## config.mk

```make
export PLATFORM = sky130hd
export DESIGN_NAME = event_encoder
export DESIGN_NICKNAME = d
export VERILOG_FILES = /design/src/rtl/enc_pkg.sv /design/src/rtl/event_encoder_prio_pick.sv /design/src/rtl/event_encoder.sv
export SDC_FILE = /design/constraint.sdc
export NUM_CORES = 1
export LEC_CHECK = 0
export CAP_MARGIN = 15
export CORE_MARGIN = 2
export CORE_UTILIZATION = 45
export DETAILED_ROUTE_END_ITERATION = 8
export PLACE_DENSITY = 0.77
export SETUP_SLACK_MARGIN = 0.3
export SYNTH_ARGS = -nofsm -noshare
export SYNTH_HDL_FRONTEND = slang
export SYNTH_SLANG_ARGS = --single-unit
```

## constraint.sdc

```tcl
create_clock -name clk -period 2.6 [get_ports clk]
set_input_delay 0.39 -clock clk [delete_from_list [all_inputs] [get_ports clk]]
set_output_delay 0.39 -clock clk [all_outputs]
set_load 0.005 [all_outputs]
```

## src/rtl/enc_pkg.sv

```systemverilog
// Shared helpers for the event encoder: index-width calculation and a
// "more than one bit set" test used to flag that other events were pending
// when one was selected.
package enc_pkg;

  // Widest request vector the multi-bit helper accepts; narrower vectors are
  // zero-extended by the caller.
  localparam int MAX_W = 256;

  // Ceiling log2, usable in constant expressions. Returns 1 for v <= 2 so an
  // index port is never zero-width.
  function automatic int clog2(input int v);
    int r;
    r = 1;
    while ((1 << r) < v) begin
      r = r + 1;
    end
    return r;
  endfunction

  // True when popcount(v) > 1. Clearing the lowest set bit leaves something
  // behind exactly when a second bit was set.
  function automatic logic more_than_one(input logic [MAX_W-1:0] v);
    return |(v & (v - MAX_W'(1)));
  endfunction

endpackage

```

## src/rtl/event_encoder_prio_pick.sv

```systemverilog
// Combinational find-first-set over N request bits. The search starts at
// base_i and walks upward, wrapping at N (not at 2^IDX_W), so the same block
// serves both fixed priority (base tied to 0) and rotating priority.
module prio_pick #(
  parameter int N     = 8,
  parameter int IDX_W = 3
) (
  input  logic [N-1:0]     req_i,
  input  logic [IDX_W-1:0] base_i,
  output logic             any_o,
  output logic [IDX_W-1:0] idx_o
);

  // Scan N positions starting at base_i; the first set bit wins.
  always_comb begin
    int pos;
    any_o = 1'b0;
    idx_o = '0;
    pos   = 0;
    for (int i = 0; i < N; i++) begin
      pos = int'(base_i) + i;
      if (pos >= N) begin
        pos = pos - N;
      end
      if (!any_o && req_i[pos]) begin
        any_o = 1'b1;
        idx_o = IDX_W'(pos);
      end
    end
  end

endmodule

```

## src/rtl/event_encoder.sv

```systemverilog
// Stateful N-to-log2(N) event encoder.
//
// Request pulses on req_i are captured into a sticky pending register (one
// slot per line) and drained one at a time as binary indices on a
// valid/ready output stream. Pending bits that are hit again while still
// pending set the sticky ovf_o flag.
//
// Build option: define EVENT_ENCODER_RR_EN for rotating priority (search
// starts at rr_ptr, which moves past each delivered index). Without it the
// lowest pending index always wins. The port list is the same either way.
//
// Handshake: out_idx_o/out_multi_o are valid while out_valid_o is high; an
// event transfers on a rising clk edge where out_valid_o && out_ready_i.
// Once raised, out_valid_o, out_idx_o and out_multi_o stay unchanged until
// that transfer happens; out_valid_o never depends combinationally on
// out_ready_i.
module event_encoder
  import enc_pkg::*;
#(
  parameter  int N     = 8,
  localparam int IDX_W = clog2(N)
) (
  input  logic             clk,
  input  logic             rst_n,
  input  logic [N-1:0]     req_i,
  input  logic             out_ready_i,
  output logic             out_valid_o,
  output logic [IDX_W-1:0] out_idx_o,
  output logic             out_multi_o,
  input  logic             ovf_clr_i,
  output logic             ovf_o,
  output logic             busy_o
);

  logic [N-1:0]     pending_q, pending_d;
  logic             out_valid_q, out_valid_d;
  logic [IDX_W-1:0] out_idx_q, out_idx_d;
  logic             out_multi_q, out_multi_d;
  logic             ovf_q, ovf_d;

  logic             sel_any;
  logic [IDX_W-1:0] sel_idx;
  logic [IDX_W-1:0] search_base;
  logic             load;
  logic [N-1:0]     sel_mask;

`ifdef EVENT_ENCODER_RR_EN
  logic [IDX_W-1:0] rr_ptr_q, rr_ptr_d;

  // Rotating priority: search begins at the line after the last delivery.
  assign search_base = rr_ptr_q;
`else
  // Fixed priority: search always begins at line 0.
  assign search_base = '0;
`endif

  prio_pick #(
    .N     (N),
    .IDX_W (IDX_W)
  ) u_pick (
    .req_i  (pending_q),
    .base_i (search_base),
    .any_o  (sel_any),
    .idx_o  (sel_idx)
  );

  // A new event enters the output register when something is pending and
  // the register is empty or being emptied this same cycle.
  assign load     = sel_any && (!out_valid_q || out_ready_i);
  assign sel_mask = load ? ({{(N-1){1'b0}}, 1'b1} << sel_idx) : '0;

  // Next-state logic for pending, output register and overflow flag.
  always_comb begin
    pending_d   = (pending_q & ~sel_mask) | req_i;
    out_valid_d = out_valid_q;
    out_idx_d   = out_idx_q;
    out_multi_d = out_multi_q;
    ovf_d       = ovf_q;

    if (load) begin
      out_valid_d = 1'b1;
      out_idx_d   = sel_idx;
      out_multi_d = more_than_one(MAX_W'(pending_q));
    end else if (out_valid_q && out_ready_i) begin
      out_valid_d = 1'b0;
    end

    // A request landing on a bit that stays pending is lost; a request on
    // the bit being loaded right now is a fresh event and is kept.
    if (|(req_i & pending_q & ~sel_mask)) begin
      ovf_d = 1'b1;
    end else if (ovf_clr_i) begin
      ovf_d = 1'b0;
    end
  end

`ifdef EVENT_ENCODER_RR_EN
  // Advance the rotating pointer past each loaded index, wrapping at N.
  always_comb begin
    rr_ptr_d = rr_ptr_q;
    if (load) begin
      rr_ptr_d = (sel_idx == IDX_W'(N - 1)) ? '0 : sel_idx + IDX_W'(1);
    end
  end

  // Rotating pointer register.
  always_ff @(posedge clk or negedge rst_n) begin
    if (!rst_n) begin
      rr_ptr_q <= '0;
    end else begin
      rr_ptr_q <= rr_ptr_d;
    end
  end
`endif

  // State registers; reset discards pending and in-flight events at once.
  always_ff @(posedge clk or negedge rst_n) begin
    if (!rst_n) begin
      pending_q   <= '0;
      out_valid_q <= 1'b0;
      out_idx_q   <= '0;
      out_multi_q <= 1'b0;
      ovf_q       <= 1'b0;
    end else begin
      pending_q   <= pending_d;
      out_valid_q <= out_valid_d;
      out_idx_q   <= out_idx_d;
      out_multi_q <= out_multi_d;
      ovf_q       <= ovf_d;
    end
  end

  assign out_valid_o = out_valid_q;
  assign out_idx_o   = out_idx_q;
  assign out_multi_o = out_multi_q;
  assign ovf_o       = ovf_q;
  assign busy_o      = (|pending_q) | out_valid_q;

endmodule

```

; Yosys cells after proc, flatten, opt, wreduce, memory -nomap -nowiden
; Cells that the tools add are included.
[word_totals]
register_bits = 14
[classes]
bitwise = 7
add_sub_neg = 1
muxes = 20
reduce_logical = 23
n_shift = 1
[op_table]
columns = cell, n
row1 = 8-bit by 256-bit AND with 256-bit output, 1
row2 = 256-bit OR reduction, 1
row3 = 8-bit AND, 3
row4 = 8-bit OR reduction, 2
row5 = 1-bit two-way mux, 13
row6 = 3-bit two-way mux, 4
row7 = 1-bit logical AND, 9
row8 = 8-bit by 1-bit subtractor with 9-bit output (second input constant), 1
row9 = 1-bit logical NOT, 8
row10 = 8-bit two-way mux, 1
row11 = 8-bit NOT, 1
row12 = 8-bit bitwise OR, 1
row13 = 1-bit by 3-bit << shifter with 8-bit output (first input constant), 1
row14 = 2-bit two-way mux, 2
row15 = 2-bit nonzero test, 2
row16 = 1-bit logical OR, 1
row17 = 1-bit bitwise OR, 1

; Depth between registers and ports, before layout
[depth]
word_depth = 28
depth_mapped = 6
depth_no_buf = 4

; Cells and area by module
; Synthesis repeated with hierarchy kept, for this count alone.
[hier_totals]
cells_unflattened = 179
area_unflattened_um2 = 1732.9
[modules_own_cells]
columns = module, area_each_um2, cells_per_inst, seq_area_each_um2, n_inst
row1 = prio_pick, 980.9, 105, 0.0, 1
row2 = event_encoder, 752.0, 74, 350.3, 1

; Worst setup path after synthesis
; Ideal clock, no wire load.
[synth_path]
kind = reg2out
start = register pending_q[2]
end = output busy_o
arrival_ns = 1.487
path_stages_with_launch = 5
setup_slack_ns = 0.723
n_path_buf = 2
path_cell_list = dfrtp_1 buf_6 or4_4 buf_6 or3_1
[synth_between]
elab_chain_cells = 2
[synth_lines]
columns = item, line_no
row1 = start: declaration, event_encoder.sv:35  ; logic [N-1:0] pending_q, pending_d;
row2 = start signal: assignment, event_encoder.sv:125  ; pending_q <= pending_d;
row3 = 8-bit OR reduction, event_encoder.sv:137  ; assign busy_o = (|pending_q) | out_valid_q;
row4 = 1-bit bitwise OR, event_encoder.sv:137
row5 = end: declaration, event_encoder.sv:32  ; output logic busy_o
; No other way between the ends.

; Worst setup path in the final report
[layout_path]
start = register pending_q[3]
end = output busy_o
; Same word-level chain as after synthesis.

==> results.txt <==
The maximum operating frequency is 448.2 MHz. The kind of cell with the highest combined delay along the critical path is simple AND/OR/NAND/NOR gates. The later pin in the worst-skew pair is clocked with a latency of 0.29 ns.

The count of max-cap constraint violations came out at 0. The starting density of the core came out at 48.04%. The static leakage is 0.4040 nW.

The worst reg-to-reg setup slack is 0.71 ns. The worst path uses 85.81% of the clock period. Dividing the synthesized area by the synthesized cell count gives 9.759 um^2. VDD sags by at most 0.0003578 V. After clock tree synthesis, the clock-pin slew on the worst setup and hold paths is 0.09 ns. The total overflow reported by the global router is 0.

In this run the number of cells on the critical path is 3. The fraction of the yosys area taken by sequential cells is 42.23%. Setup repair after global routing left no endpoint under its margin. In this run, synthesis produced a sequential element count of 14.

The I/O pin count is 19. The power per cell area is 422.6 nW/um^2. The run finished with clean final reports.

The post-synthesis cell type count is 39. The normalized max-slew margin came out at 56.82%. 0 antenna diodes ended up in the layout.

The overall routed net length is 1951 um. The maximum count of clock buffers along a single path came out at 2. The overall die width came out at 46.94 um. The slowest cell on the critical path is or4_4. The final number of hold-violating endpoints came out at 0. The fill cell total of the finished layout came out at 141. Walking the worst path, the cells encountered are or4_4 > or3_1 > dlygate4sd2_1. The pre-antenna-repair detailed-routing pass consisted of 4 iterations. By startpoint and endpoint, the worst setup path is classified as reg -> out.

The layout overhead on the synthesized area is 31.07%. The post-route clock skew came out at 0.005159 ns. The yosys synthesis warning count came out at 0. The final layout contains 122 nets. The number of global-route vias before repair came to 711. At the placement stage, the worst setup path has a slack of 0.3435 ns. The worst setup path is launched from a register.

The largest net degree at the start of global routing came out at 15. The half-perimeter wire length after detailed placement came out at 1214 um. The max-slew violation count is 0.

The cell area that synthesis handed to floorplanning was 829.5 um^2. In this run the remaining antenna-violating nets after routing total 0. The total buffers and inverters traversed by the critical path came out at 1. The DRC violations left is 0. The initial DRC count came out at 24. In the routed layout, each cell is associated on average with a via count of 5.731. In this run the critical register-to-register path is launched from pending_q[4]$_DFF_PN0_. The number of vias after detailed routing is 768. The global routing usage summed across all routing layers came out at 19.65%.

The initial antenna violation count is 0. The data arrival time of the critical path is 1.84 ns. TritonCTS built the clock tree. The number of buffers added by the clock tree synthesis step came out at 3.

The final critical delay including setup and external delays is 2.231 ns. CTS built an H-tree with a depth of 1. The worst setup path is captured at an output pin. The destination of the worst register-to-register timing path is out_multi_o$_DFFE_PN0P_.

The actual transition at the worst max-transition pin came out at 0.6457 ns. The routed length per instance is 14.56 um. For the worst setup path, the data required time is 2.21 ns. The row count is 15. The synthesized instance count is 85. After synthesis, the share of flip-flops with an asynchronous set or reset is 100.0%.

The primary flip-flop cell chosen by synthesis mapping is dfrtp_1. The delay of the slowest critical-path stage came out at 0.54 ns. The total die area came out at 2203 um^2. The last weighted congestion value of the routability-driven placer came out at 0.7712. The post-synth net total came out at 97. The cell at the root of the clock tree is clkbuf_4. The post-layout worst setup margin came out at 0.3689 ns. The area of the core is 1727 um^2.

Measured in cells, the most critical reg-to-reg path has a length of 5. The total setup violations reported at the end of the flow came out at 0. The proportion of layout cells with a drive suffix above 1 came out at 21.10%.

The clock drives 14 sinks. The wire length of the first global-routing pass is 3029 um. The path category of the worst min-delay check is in -> async. For this run, the share of the core covered by cells in the final layout is 62.97%.

In this run, synthesis inferred 0 flip-flops with an integrated enable. Of all nets on the critical path, the largest fanout is 2. Setup total negative slack on the finished layout was measured at 0 ns.

The count of buffers added on input and output ports is 18. The die height is 46.94 um.
-- placed cells by master, fill, tap and decap left out, drive strengths merged, types with 2 or more instances in the layout --
cell            n
clkdlybuf4s50  17
dfrtp          14
buf            10
o21ai           7
a21o            6
nand2           5
inv             4
a21oi           4
clkbuf          4
nor2            3
or3             3
or4             3
nor4            2
nand2b          2
nor2b           2
nor3            2
maj3            2
o311ai          2
-- synthesized netlist by cell type, types with 2 or more instances --
library cell   n  area share (%)
nand2_1        5             2.3
a21oi_1        4             2.4
nor2b_1        2             1.5
o21ai_0        6             3.6
a21o_1         5             4.5
nor2_1         3             1.4
nor4_1         2             1.5
inv_1          4             1.8
nand2b_1       2             1.5
nor3_1         2             1.2
dfrtp_1       14              42
or3_1          3             2.3
buf_6          5             6.8
maj3_1         2             2.4
or4_4          2             2.7
-- kinds of logic after synthesis --
logic type	after synthesis	share of synthesized area [%]
and+or+nand+nor	26	18.40
DFF	14	42.23
buffers and inverters	12	10.41
AOI/OAI and AO/OA	30	25.49
xor gates and xnor gates	1	1.056
adders and majority gates	2	2.413
-- state kept, by name, indices dropped and copies added, names as in the netlist --
register and flops:
ovf_o 1, out_multi_o 1, pending_q 8, out_idx_o 3, out_valid_o 1
-- worst max path at each step --
stage / start / to / slack [ns]
after global routing: pending_q[3]$_DFF_PN0_ / busy_o / 0.32
after global placement: pending_q[2]$_DFF_PN0_ / busy_o / 0.36
final: pending_q[3]$_DFF_PN0_ / busy_o / 0.37
after CTS: pending_q[3]$_DFF_PN0_ / busy_o / 0.37
after detailed placement: pending_q[2]$_DFF_PN0_ / busy_o / 0.34
after floorplan: pending_q[2]$_DFF_PN0_ / busy_o / 0.72
-- what timing repair did --
action,4_1_cts,5_1_grt
buffers inserted,8,0
gates resized for setup,7,0
setup endpoints to repair,1,0
hold buffers,0,0
-- final cells by class --
cell class | instances | area (um^2) | share of cell area (%)
timing repair buffer | 28 | 254.0 | 23.36
clock buffer | 4 | 36.28 | 3.337
multi-input combinational | 59 | 392.9 | 36.13
inverter | 4 | 15.01 | 1.381
tap | 25 | 31.28 | 2.877
sequential | 14 | 357.8 | 32.91
-- where the power goes --
group           total, W  leakage [nW]  internal (W)  switching [W]
Sequential      0.000228         0.137      0.000225     0.00000364
Clock           0.000162        0.0210     0.0000854      0.0000771
Combinational  0.0000688         0.246     0.0000386      0.0000302
Total           0.000460         0.404      0.000349       0.000111
-- stage by stage --
stage	total power, W	hold slack, ns	cells	area (um^2)
finish	0.0004595	0.4883	134	1087
global route	0.0004728	0.5096	134	1087
CTS	0.0004603	0.4980	134	1087
detailed placement	0.0002982	0.4776	122	984.7
global placement	0.0002972	0.4589	122	984.7
floorplan	0.0002620	0.09441	85	829.5
-- routing by layer --
| layer | global-route usage (%) | up-vias | wire length (um) |
|---|---|---|---|
| li1 | - | 372 | - |
| met1 | 23.50 | 362 | 818 |
| met2 | 33.70 | 30 | 1020 |
| met3 | 2.308 | 4 | 74 |
| met4 | 11.67 | 0 | 38 |
| met5 | 0 | - | 0 |
No activity file was read; power rests on OpenSTA's default activity.
